<file path="config.mk">
export PLATFORM = sky130hd
export DESIGN_NAME = rom_word_serializer
export DESIGN_NICKNAME = d
export VERILOG_FILES = /design/src/rtl/rom_word_serializer.sv
export SDC_FILE = /design/constraint.sdc
export NUM_CORES = 1
export LEC_CHECK = 0
export CELL_PAD_IN_SITES_DETAIL_PLACEMENT = 0
export CELL_PAD_IN_SITES_GLOBAL_PLACEMENT = 1
export CORE_UTILIZATION = 43
export DETAILED_ROUTE_END_ITERATION = 6
export PLACE_DENSITY = 0.85
export SLEW_MARGIN = 10
export SYNTH_ARGS = -nofsm -noshare
export SYNTH_HDL_FRONTEND = slang
export SYNTH_SLANG_ARGS = --single-unit
</file>
<file path="constraint.sdc">
create_clock -name clk -period 5.7 [get_ports clk]
set_input_delay 0.57 -clock clk [delete_from_list [all_inputs] [get_ports clk]]
set_output_delay 0.57 -clock clk [all_outputs]
set_load 0.05 [all_outputs]
</file>
<file path="src/rtl/rom_word_serializer.sv">
// Serialises 16-bit ROM words MSB-first toward the backscatter encoder.
// Define ROM_SER_CRC16_EN to append the inverted CRC-16/CCITT after the data.
module rom_word_serializer #(
  parameter int WORD_W = 16,
  parameter int CNT_W  = 4
) (
  input  logic              clk,
  input  logic              rst,
  input  logic              i_start,
  input  logic [CNT_W-1:0]  i_wordcnt,
  input  logic              i_abort,
  input  logic [WORD_W-1:0] i_word,
  input  logic              i_word_vld,
  output logic              o_word_ack,
  output logic              o_bit,
  output logic              o_bit_vld,
  input  logic              i_bit_rdy,
  output logic              o_busy,
  output logic              o_done
);

  localparam int BC_W = $clog2(WORD_W);
  localparam logic [2:0] S_IDLE  = 3'd0;
  localparam logic [2:0] S_WAIT  = 3'd1;
  localparam logic [2:0] S_SHIFT = 3'd2;
  localparam logic [2:0] S_DONE  = 3'd4;
`ifdef ROM_SER_CRC16_EN
  localparam logic [2:0] S_CRC   = 3'd3;
`endif

  logic [2:0]        state;
  logic [WORD_W-1:0] shreg;
  logic [BC_W-1:0]   bitcnt;
  logic [CNT_W-1:0]  words_left;
  logic              word_ack;
  logic              bit_vld;
  logic              last_bit;

`ifdef ROM_SER_CRC16_EN
  localparam logic [2:0] S_OUT_CRC = S_CRC;
  logic [15:0] crc;
  logic [15:0] crc_nxt;
  logic        fb;

  always_comb begin
    fb      = crc[15] ^ shreg[WORD_W-1];
    crc_nxt = {crc[14:0], 1'b0} ^ (fb ? 16'h1021 : 16'h0000);
  end
`endif

`ifdef ROM_SER_CRC16_EN
  assign bit_vld = (state == S_SHIFT) || (state == S_CRC);
`else
  assign bit_vld = (state == S_SHIFT);
`endif
  assign last_bit = (bitcnt == '0);

  always_ff @(posedge clk or posedge rst) begin
    if (rst) begin
      state      <= S_IDLE;
      shreg      <= '0;
      bitcnt     <= '0;
      words_left <= '0;
      word_ack   <= 1'b0;
`ifdef ROM_SER_CRC16_EN
      crc        <= '0;
`endif
    end else begin
      word_ack <= 1'b0;
      if (i_abort) begin
        state <= S_IDLE;
      end else begin
        case (state)
          S_IDLE: if (i_start) begin
            words_left <= i_wordcnt;
`ifdef ROM_SER_CRC16_EN
            crc <= 16'hFFFF;
`endif
            if (i_wordcnt != '0) begin
              state <= S_WAIT;
            end else begin
`ifdef ROM_SER_CRC16_EN
              // Empty transfer still sends the checksum of nothing: ~0xFFFF.
              shreg  <= '0;
              bitcnt <= BC_W'(WORD_W-1);
              state  <= S_OUT_CRC;
`else
              state  <= S_DONE;
`endif
            end
          end
          S_WAIT: if (i_word_vld) begin
            shreg      <= i_word;
            bitcnt     <= BC_W'(WORD_W-1);
            words_left <= words_left - CNT_W'(1);
            word_ack   <= 1'b1;
            state      <= S_SHIFT;
          end
          S_SHIFT: if (i_bit_rdy) begin
            shreg  <= shreg << 1;
            bitcnt <= bitcnt - BC_W'(1);
`ifdef ROM_SER_CRC16_EN
            crc    <= crc_nxt;
`endif
            if (last_bit) begin
              if (words_left != '0) begin
                state <= S_WAIT;
              end else begin
`ifdef ROM_SER_CRC16_EN
                // Final CRC must include the bit leaving on this edge.
                shreg  <= ~crc_nxt;
                bitcnt <= BC_W'(WORD_W-1);
                state  <= S_OUT_CRC;
`else
                state  <= S_DONE;
`endif
              end
            end
          end
`ifdef ROM_SER_CRC16_EN
          S_CRC: if (i_bit_rdy) begin
            shreg  <= shreg << 1;
            bitcnt <= bitcnt - BC_W'(1);
            if (last_bit) state <= S_DONE;
          end
`endif
          S_DONE:  state <= S_IDLE;
          default: state <= S_IDLE;
        endcase
      end
    end
  end

  assign o_word_ack = word_ack;
  assign o_bit_vld  = bit_vld;
  assign o_bit      = bit_vld & shreg[WORD_W-1];
  assign o_busy     = (state != S_IDLE);
  assign o_done     = (state == S_DONE);

endmodule

</file>
==> key figures, run 1 <==
Cells and area
  • Share of layout cells above drive strength 1: between 20% and 30%
  • Ant diodes: 0
  • # nets final: roughly 190
  • Layout fillers: between 300 and 400
  • Area growth syn-to-layout: 22.42%
  • FF+latch area: 700.7 sq um
  • Footprint of the multi-input gates: around 750 sq um
  • Post-Layout Cell Count: approximately 210

Synth
  • Syn Area/Cell: 11.08 sq um
  • Post-Synthesis Cells: 140
  • Yosys top cell by area: dfrtp_1
  • Post-synthesis register bit count: 28
  • Ys async rst share: 100.0%
  • Post-synth EDFFs: 0
  • Register area share after synthesis: between 40% and 50%
  • Synth Flop Type: dfrtp_1
  • Unique cell type count in the Yosys netlist: 44
  • Synth Net Count: roughly 170
  • Main area contributors after synthesis: dfrtp_1 (45%), o221a_2 (11%), or3_1 (5.2%)
  • Post-synth top cells: dfrtp_1 (28), o221a_2 (15), or3_1 (13)
  • Share of the synthesized area in the top cell type: a little under half
  • Most frequent cell after synthesis: dfrtp_1
  • Synth Warn #: 0
  • Synthesized area: between 1500 and 2000 sq um

STA
  • Relative slew slack: 28.82%
  • Final Setup Violations: 0
  • Final Cycle Share: 53.53%
  • FMAX: 327.7 MHz
  • Clock skew: approximately 0.021 ns
  • Final worst slack: 2.649 ns
  • Max-slew violation count: 0
  • Tightest Pin Transition: 1.066 ns
  • Fin. Hold Viols: 0
  • RSZ-0062 raised after global routing: no
  • Setup TNS: 0 ns
  • Fin crit period: about 3.1 ns

Clock network
  • Worst-Skew Late Latency: roughly 0.35 ns
  • Clock Path Buffers: 2
  • H-tree Lvls: 1
  • Root buffer cell: clkbuf_4
  • Post-cts gate resize count: 0
  • CTS tree: done
  • Post-CTS setup buffer count: 0
  • Hold Buf Count CTS: 0
  • Clock slew at reported path FFs: around 0.17 ns
  • CTS buffer count: 3
  • Sink Count: 28

Power
  • Pwr dens: 387.3 nW/um^2
  • Peak supply drop: a little under 0.2 mV
  • PnR Total Power: 0.0007357 W
  • Static leakage: approximately 0.72 nW

Placed design
  • Hpwl dp: between 2000 and 2500 um
  • Place WS: between 3 and 4 ns
  • RePlAce Congestion: just under 0.8
  • IO Port Bufs: 30
  • Post-placement cell count: between 200 and 250

Critical path
  • Crit path largest cell delay: ~0.80 ns
  • Slowest-stage cell, CP: clkdlybuf4s50_1
  • Worst path bufs/invs: 1
  • Crit path max-delay family: buffers and inverters
  • Cell Chain, Critical Path: nor3b_2 -> and2_1 -> clkdlybuf4s50_1
  • Type of the worst setup path: register to output port
  • Crit path capture type: output port
  • Crit start category: register
  • Largest fanout on the critical path: 14
  • Critical path arrival: 2.48 ns
  • Req. time, crit path: about 5.1 ns

Routing
  • Routed vias/inst: roughly 5.8
  • Residual DRC: 0
  • Vias post-DR: approximately 1200
  • Average routed wire per standard cell: around 16 um
  • Starting DRT DRC Count: ~120
  • ANT nets after route: 0
  • Pre-antenna DRT Iters: 6
  • WL final: approximately 3300 um

Floorplan
  • Die W: roughly 62 um
  • Die Area: between 3000 and 4000 sq um
  • Initial Util: between 40 and 50%
  • # IOs: 31
  • Die Ht: around 62 um
  • Num rows: 21
  • Core area: 3390 sq um

GRT
  • Vias in the first global route: 1187
  • Global-route usage over all layers: roughly a fifth
  • Initial antenna violation count: 0
  • Global-route wire length before repair: 5430 um
  • GRT overflow: 0
  • Largest net degree at the start of global routing: 29

Run
  • Max Cap Viol: 0

Hold path
  • Worst Hold Class: register to register

Status
  • Status: complete, no violations
worst reg2reg max path, cell delays in order, from the launching register on:
cell	delay, ns
dfrtp_1	0.60
nor3b_2	0.52
nand3_1	0.54
mux2_2	0.46
layout make-up:
cell class	count	share of cell area [%]
multi-input cells	92	39.33
flip-flops and latches	28	36.89
repair buffers	30	15.81
well taps	46	3.030
inverters	11	2.174
clock inverters	1	1.581
clock buffers	3	1.186
cell usage in the layout, fill, tap and decap left out, drive strengths merged, types with 2 or more instances in the layout:
master / n
or3: 17
nor3b: 4
o211ai: 2
nand2: 3
o221a: 15
or4b: 2
inv: 11
dfrtp: 28
a32oi: 2
a21oi: 2
a211oi: 3
a2bb2oi: 2
nand3b: 2
nor2b: 2
o2bb2ai: 2
clkbuf: 3
mux2: 3
or3b: 2
nor2: 2
ha: 2
mux2i: 4
nor3: 4
o21ai: 2
and2: 2
clkdlybuf4s50: 30
flip-flops by register name, indices dropped and copies added (netlist names):
signal,cells
bitcnt,4
o_word_ack,1
shreg,16
state,3
words_left,4
kinds of logic after synthesis:
kind of cell               Yosys count  synth area share, %
adders and majority gates            2                1.613
buffers and inverters               20                6.694
muxes                                7                4.758
DFF                                 28                45.16
and+or+nand+nor                     47                20.48
AOI/OAI and AO/OA                   36                21.29
final timing paths:
| kind | depth (start not counted) | slack (ns) | end | from |
|---|---|---|---|---|
| hold / removal | 2 | 0.53 | shreg[0]$_DFFE_PP0P_ | shreg[0]$_DFFE_PP0P_ |
| min in group asynchronous | 2 | 0.76 | shreg[2]$_DFFE_PP0P_ | rst |
| setup reg to reg | 3 | 3.49 | bitcnt[0]$_DFFE_PP0P_ | state[1]$_DFFE_PP0P_ |
| setup / recovery | 3 | 2.65 | o_bit | state[1]$_DFFE_PP0P_ |
| hold reg to reg | 2 | 0.53 | shreg[0]$_DFFE_PP0P_ | shreg[0]$_DFFE_PP0P_ |
| max in group asynchronous | 2 | 4.29 | shreg[6]$_DFFE_PP0P_ | rst |
metrics by stage:
step	instance area, sq um	hold WS (ns)	utilization (%)
6_report	1899	0.5319	56.04
5_1_grt	1899	0.5596	56.04
4_1_cts	1899	0.5338	56.04
3_5_place_dp	1847	0.5134	54.48
3_3_place_gp	1847	0.5023	54.48
2_1_floorplan	1551	0.4884	-
layer usage:
| metal | up-vias | global-route usage, % | share of wire (%) |
|---|---|---|---|
| met1 | 596 | 27.13 | 50 |
| met2 | 34 | 29.18 | 45 |
| li1 | 594 | - | - |
| met5 | - | 0 | 0 |
| met3 | 4 | 5.176 | 4.6 |
| met4 | 0 | 4.762 | 0.85 |
where the power goes:
group	switching, W	internal [W]
sequential	0.0000627	0.000283
combinational	0.000109	0.000146
clock	0.0000637	0.0000712
Power figures use the tool's default switching activity.
==> inputs of run 2 (changes only) <==
Settings changed: CORE_UTILIZATION 43 to 36, PLACE_DENSITY 0.85 to 0.76.
Clock period 5.7 ns to 2.7 ns, I/O delays scaled along.
==> run 2 against run 1 <==
  * Non-clock buffer count grew 3
  * Combinational power grew 110%
  * Clock-buffer cell count is the same
  * Final cell count grew 3.3%
  * Global-route usage shrank 2.9 points
  * Critical path depth is the same
  * First-iteration DRC count shrank 17%
  * Sequential power grew 110%
  * Critical path type unchanged
  * Highest routed layer unchanged
==> key figures, run 2 (synthesized netlist as in run 1, its figures left out) <==
Status
  • Status: complete, no violations

STA
  • Setup TNS: 0 ns (unchanged)
  • Final worst slack: 0.3041 ns (-2.345 ns)
  • Fin crit period: 2.396 ns
  • Relative slew slack: 50.73% (+22 points)
  • Fin. Hold Viols: 0 (unchanged)
  • Final Cycle Share: between 80% and 90%
  • Tightest Pin Transition: 0.7375 ns (-0.3290 ns)
  • Hold_ws: 0.3419 ns (-0.1900 ns)
  • FMAX: between 400 and 500 MHz
  • Clock skew: 0.01327 ns (-0.007516 ns)
  • Max-slew violation count: 0 (unchanged)
  • RSZ-0062 raised after global routing: no
  • Final Setup Violations: 0 (unchanged)

Clock network
  • Root buffer cell: clkbuf_8
  • Post-CTS setup buffer count: 0 (unchanged)
  • Post-cts gate resize count: 0 (unchanged)
  • Hold Buf Count CTS: 0 (unchanged)
  • CTS tree: done
  • Clock slew at reported path FFs: 0.10 ns (-0.07 ns)
  • CTS buffer count: 3 (unchanged)
  • Sink Count: 28 (unchanged)
  • Clock Path Buffers: 2 (unchanged)
  • H-tree Lvls: 1 (unchanged)
  • Worst-Skew Late Latency: 0.28 ns (-0.07 ns)

Cells and area
  • Most frequent cells in the layout: clkdlybuf4s50_1 (30), dfrtp_1 (28), o221a_2 (15)
  • # nets final: 197 (+1.5%)
  • Biggest register: shreg
  • Area growth syn-to-layout: 25.40%
  • Largest register FFs: 16 (unchanged)
  • Ant diodes: 0 (unchanged)
  • Post-Layout Inst Area: 1946 sq um (+2.4%)
  • Commonest non-fill, non-tap cell in the layout: clkdlybuf4s50_1
  • Biggest regs: shreg x16, bitcnt x4, words_left x4
  • Share of layout cells above drive strength 1: 21.43% (+1.4 points)

Floorplan
  • Initial Util: 38.24% (-7.5 points)
  • # IOs: 31 (unchanged)
  • Core area: 4058 sq um (+20%)
  • Die Ht: 67.65 um (+9.0%)
  • Die W: 67.65 um (+9.0%)
  • Num rows: 23 (+9.5%)
  • Die Area: 4577 sq um (+19%)

Routing
  • Starting DRT DRC Count: 95 (-17%)
  • Vias post-DR: 1225 (-0.24%)
  • Pre-antenna DRT Iters: 4 (-2)
  • Average routed wire per standard cell: 15.81 um (+1.8%)
  • ANT nets after route: 0 (unchanged)
  • Routed vias/inst: 5.619 (-3.4%)
  • Residual DRC: 0 (unchanged)
  • WL final: 3447 um (+5.2%)

Critical path
  • Req. time, crit path: 2.43 ns (-2.70 ns)
  • Crit path largest cell delay: 0.79 ns (about the same)
  • Crit start category: register
  • Levels on crit path: 3 (unchanged)
  • Crit path capture type: output port
  • R2r worst-path depth: 4 (+1)
  • Worst path bufs/invs: 1 (unchanged)
  • Slowest-stage cell, CP: clkdlybuf4s50_1
  • Critical path arrival: 2.13 ns (-0.35 ns)
  • Cell Chain, Critical Path: nor3b_2 -> and2_1 -> clkdlybuf4s50_1
  • Largest fanout on the critical path: 14 (unchanged)
  • Type of the worst setup path: register to output port
  • Crit path max-delay family: buffers and inverters

GRT
  • Largest net degree at the start of global routing: 29 (unchanged)
  • GR Layer Usage met2: 27.23% (-2.0 points)
  • Top Usage Layer GRT: met2
  • Global-route wire length before repair: 5658 um (+4.2%)
  • M3 GR Usage: 3.378% (-1.8 points)
  • Initial antenna violation count: 0 (unchanged)
  • Vias in the first global route: 1206 (+1.6%)
  • Global Route met1 Usage: 21.52% (-5.6 points)
  • GRT overflow: 0 (unchanged)
  • Global-route usage over all layers: 16.32% (-2.9 points)

Placed design
  • Area after DPL: 1874 sq um (+1.5%)
  • Place WS: 0.5845 ns (-2.485 ns)
  • Hpwl dp: 2483 um (+7.8%)
  • IO Port Bufs: 30 (unchanged)
  • RePlAce Congestion: 0.7692 (-2.8%)

Hold path
  • Worst Hold Class: input port to asynchronous set/reset pin

Power
  • Static leakage: 0.7459 nW (+3.2%)
  • PnR Total Power: 0.001604 W (+120%)
  • Peak supply drop: 0.3588 mV (+86%)
  • Pwr dens: 824.6 nW/um^2 (+110%)

Run
  • Max Cap Viol: 0 (unchanged)
run 2: changes by cell type in the layout (fill, tap and decap cells not counted), sizes merged:
cell,delta
buf,+3
run 2: routing by layer:
| metal | share of wire [%] | wire length (um) |
|---|---|---|
| met1 | 47 | 1629 |
| met2 | 49 | 1696 |
| met3 | 3.1 | 106 |
| met4 | 0.44 | 15 |
| met5 | 0 | 0 |
run 2: stage by stage:
| stage | util (%) | instances |
|---|---|---|
| 3_5_place_dp | 46.19 | 214 |
| 6_report | 47.95 | 218 |
| 5_1_grt | 47.95 | 218 |
| 2_1_floorplan | - | 140 |
| 3_3_place_gp | 46.19 | 214 |
| 4_1_cts | 47.95 | 218 |
run 2: final timing paths:
check / startpoint / slack [ns] / to
worst max-delay path: state[1]$_DFFE_PP0P_ / 0.30 / o_bit
worst min-delay path: rst / 0.34 / shreg[2]$_DFFE_PP0P_
worst max register to register: state[1]$_DFFE_PP0P_ / 0.58 / bitcnt[0]$_DFFE_PP0P_
worst min register to register: shreg[0]$_DFFE_PP0P_ / 0.52 / shreg[0]$_DFFE_PP0P_
max in group asynchronous: rst / 2.09 / state[2]$_DFFE_PP0P_
min in group clk: shreg[0]$_DFFE_PP0P_ / 0.52 / shreg[0]$_DFFE_PP0P_
run 2: area by class of cell:
cell class              count  area [sq um]
repair buffers             33         322.8
flip-flops and latches     28         700.7
clock inverters             1         30.03
fillers                   367          2112
multi-input cells          92         747.0
well taps                  50         62.56
clock buffers               3         41.29
inverters                  11         41.29
run 2: tightest hold or removal path: stages:
cell,delay (ns)
clkdlybuf4s50_1,0.39
inv_1,0.05
buf_4,0.32
run 2: power breakdown:
part	internal [W]	switching, W
Combinational	0.000313	0.000230
Clock	0.000199	0.000131
Sequential	0.000598	0.000133
